==> src/rtl/div_iter_e.sv <==
// div_iter_e: multi-cycle radix-2 restoring divider for DIV/DIVU in the EX stage.
// One quotient bit is produced per cycle from a WIDTH+1-bit partial remainder.
// Sign handling is done on magnitudes, with a fix-up when the result is written.
// The stall output holds the pipeline until the result is ready for HI/LO.
// Optional build macro DIV_EARLY_EXIT_EN: when defined, a zero dividend or zero
// divisor skips the iteration and goes straight from PREP to DONE.
module div_iter_e #(
    parameter int WIDTH = 32
) (
    input  logic             clk,
    input  logic             rst,        // asynchronous, active-low
    input  logic             start,
    input  logic             signed_div,
    input  logic             cancel,
    input  logic [WIDTH-1:0] dividend,
    input  logic [WIDTH-1:0] divisor,
    output logic [WIDTH-1:0] quotient,
    output logic [WIDTH-1:0] remainder,
    output logic             busy,
    output logic             done,
    output logic             stall
);

    localparam int CW = (WIDTH > 1) ? $clog2(WIDTH) : 1;
    localparam logic [CW-1:0] LAST_CNT = CW'(WIDTH - 1);

    typedef enum logic [1:0] {
        S_IDLE = 2'd0,
        S_PREP = 2'd1,
        S_CALC = 2'd2,
        S_DONE = 2'd3
    } state_t;

    state_t state_reg, state_next;

    // Raw operands captured on the accepting edge; later input changes are ignored.
    logic [WIDTH-1:0] a_raw_reg;
    logic [WIDTH-1:0] b_raw_reg;
    logic             signed_reg;

    // Working registers of the iteration.
    logic [WIDTH-1:0] quo_reg;       // dividend bits shift out of the top, quotient bits in at the bottom
    logic [WIDTH-1:0] rem_reg;       // partial remainder (always < divisor, so WIDTH bits suffice)
    logic [WIDTH-1:0] dvs_reg;       // divisor magnitude
    logic [CW-1:0]    cnt_reg;
    logic             neg_q_reg;
    logic             neg_r_reg;
    logic             div_zero_reg;

    // Architectural results.
    logic [WIDTH-1:0] quotient_reg;
    logic [WIDTH-1:0] remainder_reg;
    logic             done_reg;

    // Control strobes from the FSM.
    logic accept;        // operands are captured and PREP is entered
    logic load_result;   // results are written; DONE is entered

    // Magnitudes of the captured operands (negation of the most negative value wraps to itself,
    // which read as unsigned is exactly 2^(WIDTH-1)).
    logic [WIDTH-1:0] a_mag;
    logic [WIDTH-1:0] b_mag;

    // One restoring step.
    logic [WIDTH:0]   shifted;
    logic [WIDTH:0]   diff;
    logic             fits;
    logic [WIDTH-1:0] rem_step;
    logic [WIDTH-1:0] quo_step;
    logic [WIDTH-1:0] fin_q;
    logic [WIDTH-1:0] fin_r;

`ifdef DIV_EARLY_EXIT_EN
    logic prep_zero;
    assign prep_zero = (b_raw_reg == '0) || (a_raw_reg == '0);
`endif

    assign a_mag = (signed_reg && a_raw_reg[WIDTH-1]) ? -a_raw_reg : a_raw_reg;
    assign b_mag = (signed_reg && b_raw_reg[WIDTH-1]) ? -b_raw_reg : b_raw_reg;

    // Shift in the next dividend bit and trial-subtract the divisor; keep the difference if non-negative.
    always_comb begin
        shifted  = {rem_reg, quo_reg[WIDTH-1]};
        diff     = shifted - {1'b0, dvs_reg};
        fits     = ~diff[WIDTH];
        rem_step = fits ? diff[WIDTH-1:0] : shifted[WIDTH-1:0];
        quo_step = {quo_reg[WIDTH-2:0], fits};
        fin_q    = neg_q_reg ? -quo_step : quo_step;
        fin_r    = neg_r_reg ? -rem_step : rem_step;
    end

    // State register.
    always_ff @(posedge clk or negedge rst) begin
        if (!rst) begin
            state_reg <= S_IDLE;
        end else begin
            state_reg <= state_next;
        end
    end

    // Next-state decode and status outputs; cancel overrides every transition.
    always_comb begin
        state_next  = state_reg;
        accept      = 1'b0;
        load_result = 1'b0;
        busy        = (state_reg == S_PREP) || (state_reg == S_CALC);
        stall       = (start && (state_reg == S_IDLE)) || busy;
        if (cancel) begin
            state_next = S_IDLE;
        end else begin
            case (state_reg)
                S_IDLE: begin
                    if (start) begin
                        state_next = S_PREP;
                        accept     = 1'b1;
                    end
                end
                S_PREP: begin
`ifdef DIV_EARLY_EXIT_EN
                    if (prep_zero) begin
                        state_next  = S_DONE;
                        load_result = 1'b1;
                    end else begin
                        state_next = S_CALC;
                    end
`else
                    state_next = S_CALC;
`endif
                end
                S_CALC: begin
                    if (cnt_reg == LAST_CNT) begin
                        state_next  = S_DONE;
                        load_result = 1'b1;
                    end
                end
                S_DONE: begin
                    if (start) begin
                        state_next = S_PREP;
                        accept     = 1'b1;
                    end else begin
                        state_next = S_IDLE;
                    end
                end
                default: state_next = S_IDLE;
            endcase
        end
    end

    // Operand capture on the accepting edge.
    always_ff @(posedge clk or negedge rst) begin
        if (!rst) begin
            a_raw_reg  <= '0;
            b_raw_reg  <= '0;
            signed_reg <= 1'b0;
        end else if (accept) begin
            a_raw_reg  <= dividend;
            b_raw_reg  <= divisor;
            signed_reg <= signed_div;
        end
    end

    // PREP loads magnitudes and sign flags; CALC advances one quotient bit per cycle.
    always_ff @(posedge clk or negedge rst) begin
        if (!rst) begin
            quo_reg      <= '0;
            rem_reg      <= '0;
            dvs_reg      <= '0;
            cnt_reg      <= '0;
            neg_q_reg    <= 1'b0;
            neg_r_reg    <= 1'b0;
            div_zero_reg <= 1'b0;
        end else if (state_reg == S_PREP) begin
            quo_reg      <= a_mag;
            rem_reg      <= '0;
            dvs_reg      <= b_mag;
            cnt_reg      <= '0;
            neg_q_reg    <= signed_reg && (a_raw_reg[WIDTH-1] ^ b_raw_reg[WIDTH-1]);
            neg_r_reg    <= signed_reg && a_raw_reg[WIDTH-1];
            div_zero_reg <= (b_raw_reg == '0);
        end else if (state_reg == S_CALC) begin
            quo_reg <= quo_step;
            rem_reg <= rem_step;
            cnt_reg <= cnt_reg + CW'(1);
        end
    end

    // Result registers: written only when DONE is entered, held otherwise (including on cancel).
    always_ff @(posedge clk or negedge rst) begin
        if (!rst) begin
            quotient_reg  <= '0;
            remainder_reg <= '0;
            done_reg      <= 1'b0;
        end else begin
            done_reg <= load_result;
            if (load_result) begin
                if (state_reg == S_PREP) begin
                    // Early exit: zero divisor takes precedence over zero dividend.
                    if (b_raw_reg == '0) begin
                        quotient_reg  <= '1;
                        remainder_reg <= a_raw_reg;
                    end else begin
                        quotient_reg  <= '0;
                        remainder_reg <= '0;
                    end
                end else if (div_zero_reg) begin
                    // Divide by zero: all-ones quotient and the untouched dividend, no sign fix-up.
                    quotient_reg  <= '1;
                    remainder_reg <= a_raw_reg;
                end else begin
                    quotient_reg  <= fin_q;
                    remainder_reg <= fin_r;
                end
            end
        end
    end

    assign quotient  = quotient_reg;
    assign remainder = remainder_reg;
    assign done      = done_reg;

endmodule

==> config.mk <==
export PLATFORM = sky130hd
export DESIGN_NAME = div_iter_e
export DESIGN_NICKNAME = d
export VERILOG_FILES = /design/src/rtl/div_iter_e.sv
export SDC_FILE = /design/constraint.sdc
export NUM_CORES = 1
export LEC_CHECK = 0
export CAP_MARGIN = 40
export CORE_ASPECT_RATIO = 1.4
export CORE_MARGIN = 2
export CORE_UTILIZATION = 59
export CTS_CLUSTER_SIZE = 10
export DETAILED_ROUTE_END_ITERATION = 8
export GPL_ROUTABILITY_DRIVEN = 1
export GPL_TIMING_DRIVEN = 0
export PLACE_DENSITY_LB_ADDON = 0.08
export SYNTH_ARGS = -nofsm -noshare
export SYNTH_HDL_FRONTEND = slang
export SYNTH_SLANG_ARGS = --single-unit
==> constraint.sdc <==
create_clock -name clk -period 5.7 [get_ports clk]
set_input_delay 1.14 -clock clk [delete_from_list [all_inputs] [get_ports clk]]
set_output_delay 1.14 -clock clk [all_outputs]
set_load 0.01 [all_outputs]
==> impl_metrics.py <==
metrics = {
    "outcome": {
        "status": "finished clean",
    },
    "synthesis": {
        "async_flop_share_pct": 100,
        "yosys.area.top_type": "dfrtp_1",
        "synth-seq-cells": 236,
        "syn_nets": 1806,
        "netlist_area_um2": 15300,
        "avgSynthCellArea_um2": 9.01,
        "synth-edff-count": 0,
        "seq_area_frac_synth_pct": 38.7,
        "ys_top_cells_by_area": "dfrtp_1, a21oi_1, mux2_2",
        "yosysWarnings": 0,
        "synth_cell_types": 102,
        "synth_top_area_share_pct": 38.7,
        "syn_inst": 1694,
        "synthFlopType": "dfrtp_1",
    },
    "timing": {
        "clock_skew_ns": 0.0163,
        "rsz0062_at_grt": "true",
        "worst_pin_slew_ns": 0.980,
        "finalCritPeriodShare_pct": 96.8,
        "slew_violations": 0,
        "timing.fmax_mhz": 181,
        "max_slew_margin_pct": 34.7,
        "min_period_ns": 5.52,
        "finalHoldViolCount": 0,
        "finalSetupViolations": 0,
    },
    "clock_network": {
        "h-tree-depth": 1,
        "insertion_delay_ns": 0.55,
        "hold_buffers": 0,
        "cts_sinks": 236,
        "cts_tree": "yes",
        "cts_made_buffers": 27,
        "cts_root_buffer": "clkbuf_16",
        "clkTransAtPathRegs_ns": 0.06,
        "clock_tree.buffer_depth": 3,
    },
    "setup_path": {
        "critical_path_class": "reg -> reg",
        "r2r-start": "quo_reg[31]$_DFFE_PN0P_",
        "cp_cell_sequence": "inv_1 -> ha_1 -> fa_2 -> nor2b_4 -> o31a_4 -> o211ai_4 -> a2111oi_4 -> o21a_2 -> nor2_2 -> inv_2 -> buf_4 -> buf_6 -> buf_8 -> ha_1 -> nand2_2 -> or2_1 -> or4_4 -> nand2b_4 -> or3_4 -> o21ai_1 -> xor2_1 -> nor2_1 -> o22a_1",
        "cp.arrival_ns": 5.94,
        "max_stage_delay_ns": 0.51,
        "cp_max_fo": 19,
        "rrSetupSlack_ns": 0.18,
        "required_ns": 6.13,
        "critical_path.top_delay_family": "simple AND/OR/NAND/NOR gates",
        "critPathLaunchType": "flop",
        "cp_slowest_cell": "a2111oi_4",
        "ff2ff_path_depth": 23,
        "crit_path_frequent_cell": "ha_1",
        "crit_buf_inv": 5,
        "r2r-end": "quotient[24]$_DFFE_PN0P_",
        "critPathCaptureType": "flop",
    },
    "pwr": {
        "leakage_nw": 7.53,
        "power_mw": 11.6,
        "vdd_drop_max_mv": 0.405,
        "power.density_nw_per_um2": 645,
    },
    "floorplan": {
        "initial_core_util_pct": 60.1,
        "std_cell_rows": 69,
        "io_pins": 136,
        "die_y_um": 194,
        "die_area_um2": 27200,
        "fp.coreArea_um2": 25400,
        "die_w_um": 140,
    },
    "placed_design": {
        "buffer_ports.inserted": 135,
        "hpwl_mm": 41.0,
        "place_congestion": 0.983,
    },
    "finish": {
        "drive_above_1_share_pct": 9.40,
        "multi_input_area_um2": 8700,
        "nNetsFinal": 1981,
        "areaGrowthSynthToFinish_pct": 17.7,
        "regArea_um2": 5910,
        "num_antenna_cells": 0,
        "n_fill_cell": 2037,
        "final_util_pct": 70.8,
    },
    "grt": {
        "grt_overflow_total": 0,
        "grt_max_degree": 116,
        "grt_pass1_wl_mm": 81.4,
        "antenna_found_initial": 0,
        "grt_pass1_vias": 14600,
        "grt_usage_pct": 38.5,
    },
    "routing": {
        "routed_wl_mm": 53.0,
        "drt.antenna.violating_nets": 0,
        "vias_per_cell": 6.63,
        "drt_iter0_drc": 1305,
        "dr_total_vias": 14500,
        "dr.pass1.iters": 8,
        "routedWlPerCell_um": 24.2,
        "drc": 0,
    },
    "job": {
        "drv_cap": 0,
    },
    "worst_hold_path": {
        "min-delay-path-class": "in -> async",
    },
}
[cell families (layout without fill, tap and decap cells)]
logic type	after synthesis	after routing	share of synthesized area, %
adders and majority gates	43	43	3.57
buffers and inverters	189	367	4.95
muxes	91	91	6.53
AOI/OAI and AO/OA	544	544	24.0
xor gates and xnor gates	130	130	7.46
DFF	236	236	38.7
and+or+nand+nor	461	461	14.7
[placed cells by master (no fill, tap or decap), types with 18 or more instances in the layout]
cell               n
dfrtp_1          235
nor2_1           174
a21oi_1          156
clkdlybuf4s50_1  134
nand2_1          103
inv_1             86
o21ai_0           85
clkbuf_1          74
xnor2_1           70
mux2_2            69
xor2_1            59
ha_1              41
a21o_1            33
nor3_1            30
o31ai_1           29
o22ai_1           29
clkbuf_16         27
nand3_1           21
a211oi_1          21
mux2i_1           21
and3_1            18
[metrics by stage]
step	hold slack (ns)	worst slack (ns)	instances	instance area [µm²]	setup TNS, ns
CTS	0.456	0.0273	2188	17900	0
global route	0.470	-0.0199	2191	18000	-0.0199
global placement	0.474	-6.58	2148	17000	-1552.47
detailed placement	0.479	-0.987	2155	17100	-8.21
finish	0.459	0.184	2191	18000	0
floorplan	0.478	0.512	1694	15300	0
[synth_stat cells (5+ instances only)]
library cell	instances
a211oi_1	21
a21boi_0	5
a21o_1	33
a21oi_1	157
a221oi_1	11
a22o_1	5
a311oi_1	6
a31oi_1	15
a41oi_1	7
and2_1	8
and3_1	18
buf_1	8
buf_2	13
buf_4	6
clkbuf_1	71
dfrtp_1	236
ha_1	42
inv_1	86
mux2_2	69
mux2i_1	22
nand2_1	104
nand2b_1	13
nand3_1	21
nand4_1	11
nor2_1	174
nor2b_1	7
nor3_1	30
nor4_1	12
o211ai_1	12
o21a_1	10
o21ai_0	87
o21ai_1	13
o22a_1	17
o22ai_1	29
o2bb2ai_1	14
o31ai_1	30
o41ai_1	8
or3_1	17
or4_1	16
xnor2_1	70
xor2_1	60
[where the power goes]
group,internal (mW),total [mW],switching [mW]
Combinational,2.71,6.96,4.24
Clock,0.839,1.52,0.677
Sequential,2.30,3.12,0.814
[layout make-up]
| cell class | instances | share of cell area [%] |
|---|---|---|
| Timing Repair Buffer | 148 | 8.27 |
| Tap cell | 319 | 2.22 |
| Buffer | 97 | 2.42 |
| Inverter | 90 | 1.88 |
| Clock buffer | 31 | 3.85 |
| Clock inverter | 1 | 0.0488 |
| Multi-Input combinational cell | 1269 | 48.4 |
| Sequential cell | 236 | 32.9 |
[repair_timing]
| item | CTS | global route |
|---|---|---|
| pin swaps | 2 | 3 |
| setup endpoints to repair | 22 | 8 |
| gates resized for setup | 15 | 13 |
| buffers inserted | 2 | 4 |
| hold endpoints to repair | 0 | 0 |
[routing by layer]
layer | GRT usage (%) | up-vias | wire length (µm)
li1 | - | 6493 | -
met1 | 41.7 | 7002 | 18300
met2 | 66.8 | 763 | 26400
met3 | 5.62 | 264 | 3450
met4 | 30.6 | 0 | 4850
met5 | 0 | - | 0
[worst max path at each step]
stage                       startpoint  slack, ns                   endpoint  cells after the start
2_1_floorplan  quo_reg[31]$_DFFE_PN0P_       0.51   quotient[28]$_DFFE_PN0P_                     24
3_3_place_gp                       rst      -6.58  b_raw_reg[23]$_DFFE_PN0P_                      1
3_5_place_dp   quo_reg[31]$_DFFE_PN0P_      -0.99  remainder[30]$_DFFE_PN0P_                     23
4_1_cts        quo_reg[31]$_DFFE_PN0P_       0.03   quotient[28]$_DFFE_PN0P_                     24
5_1_grt        quo_reg[31]$_DFFE_PN0P_      -0.02  remainder[30]$_DFFE_PN0P_                     24
6_report       quo_reg[31]$_DFFE_PN0P_       0.18   quotient[24]$_DFFE_PN0P_                     23
No activity file was read; power rests on OpenSTA's default activity.
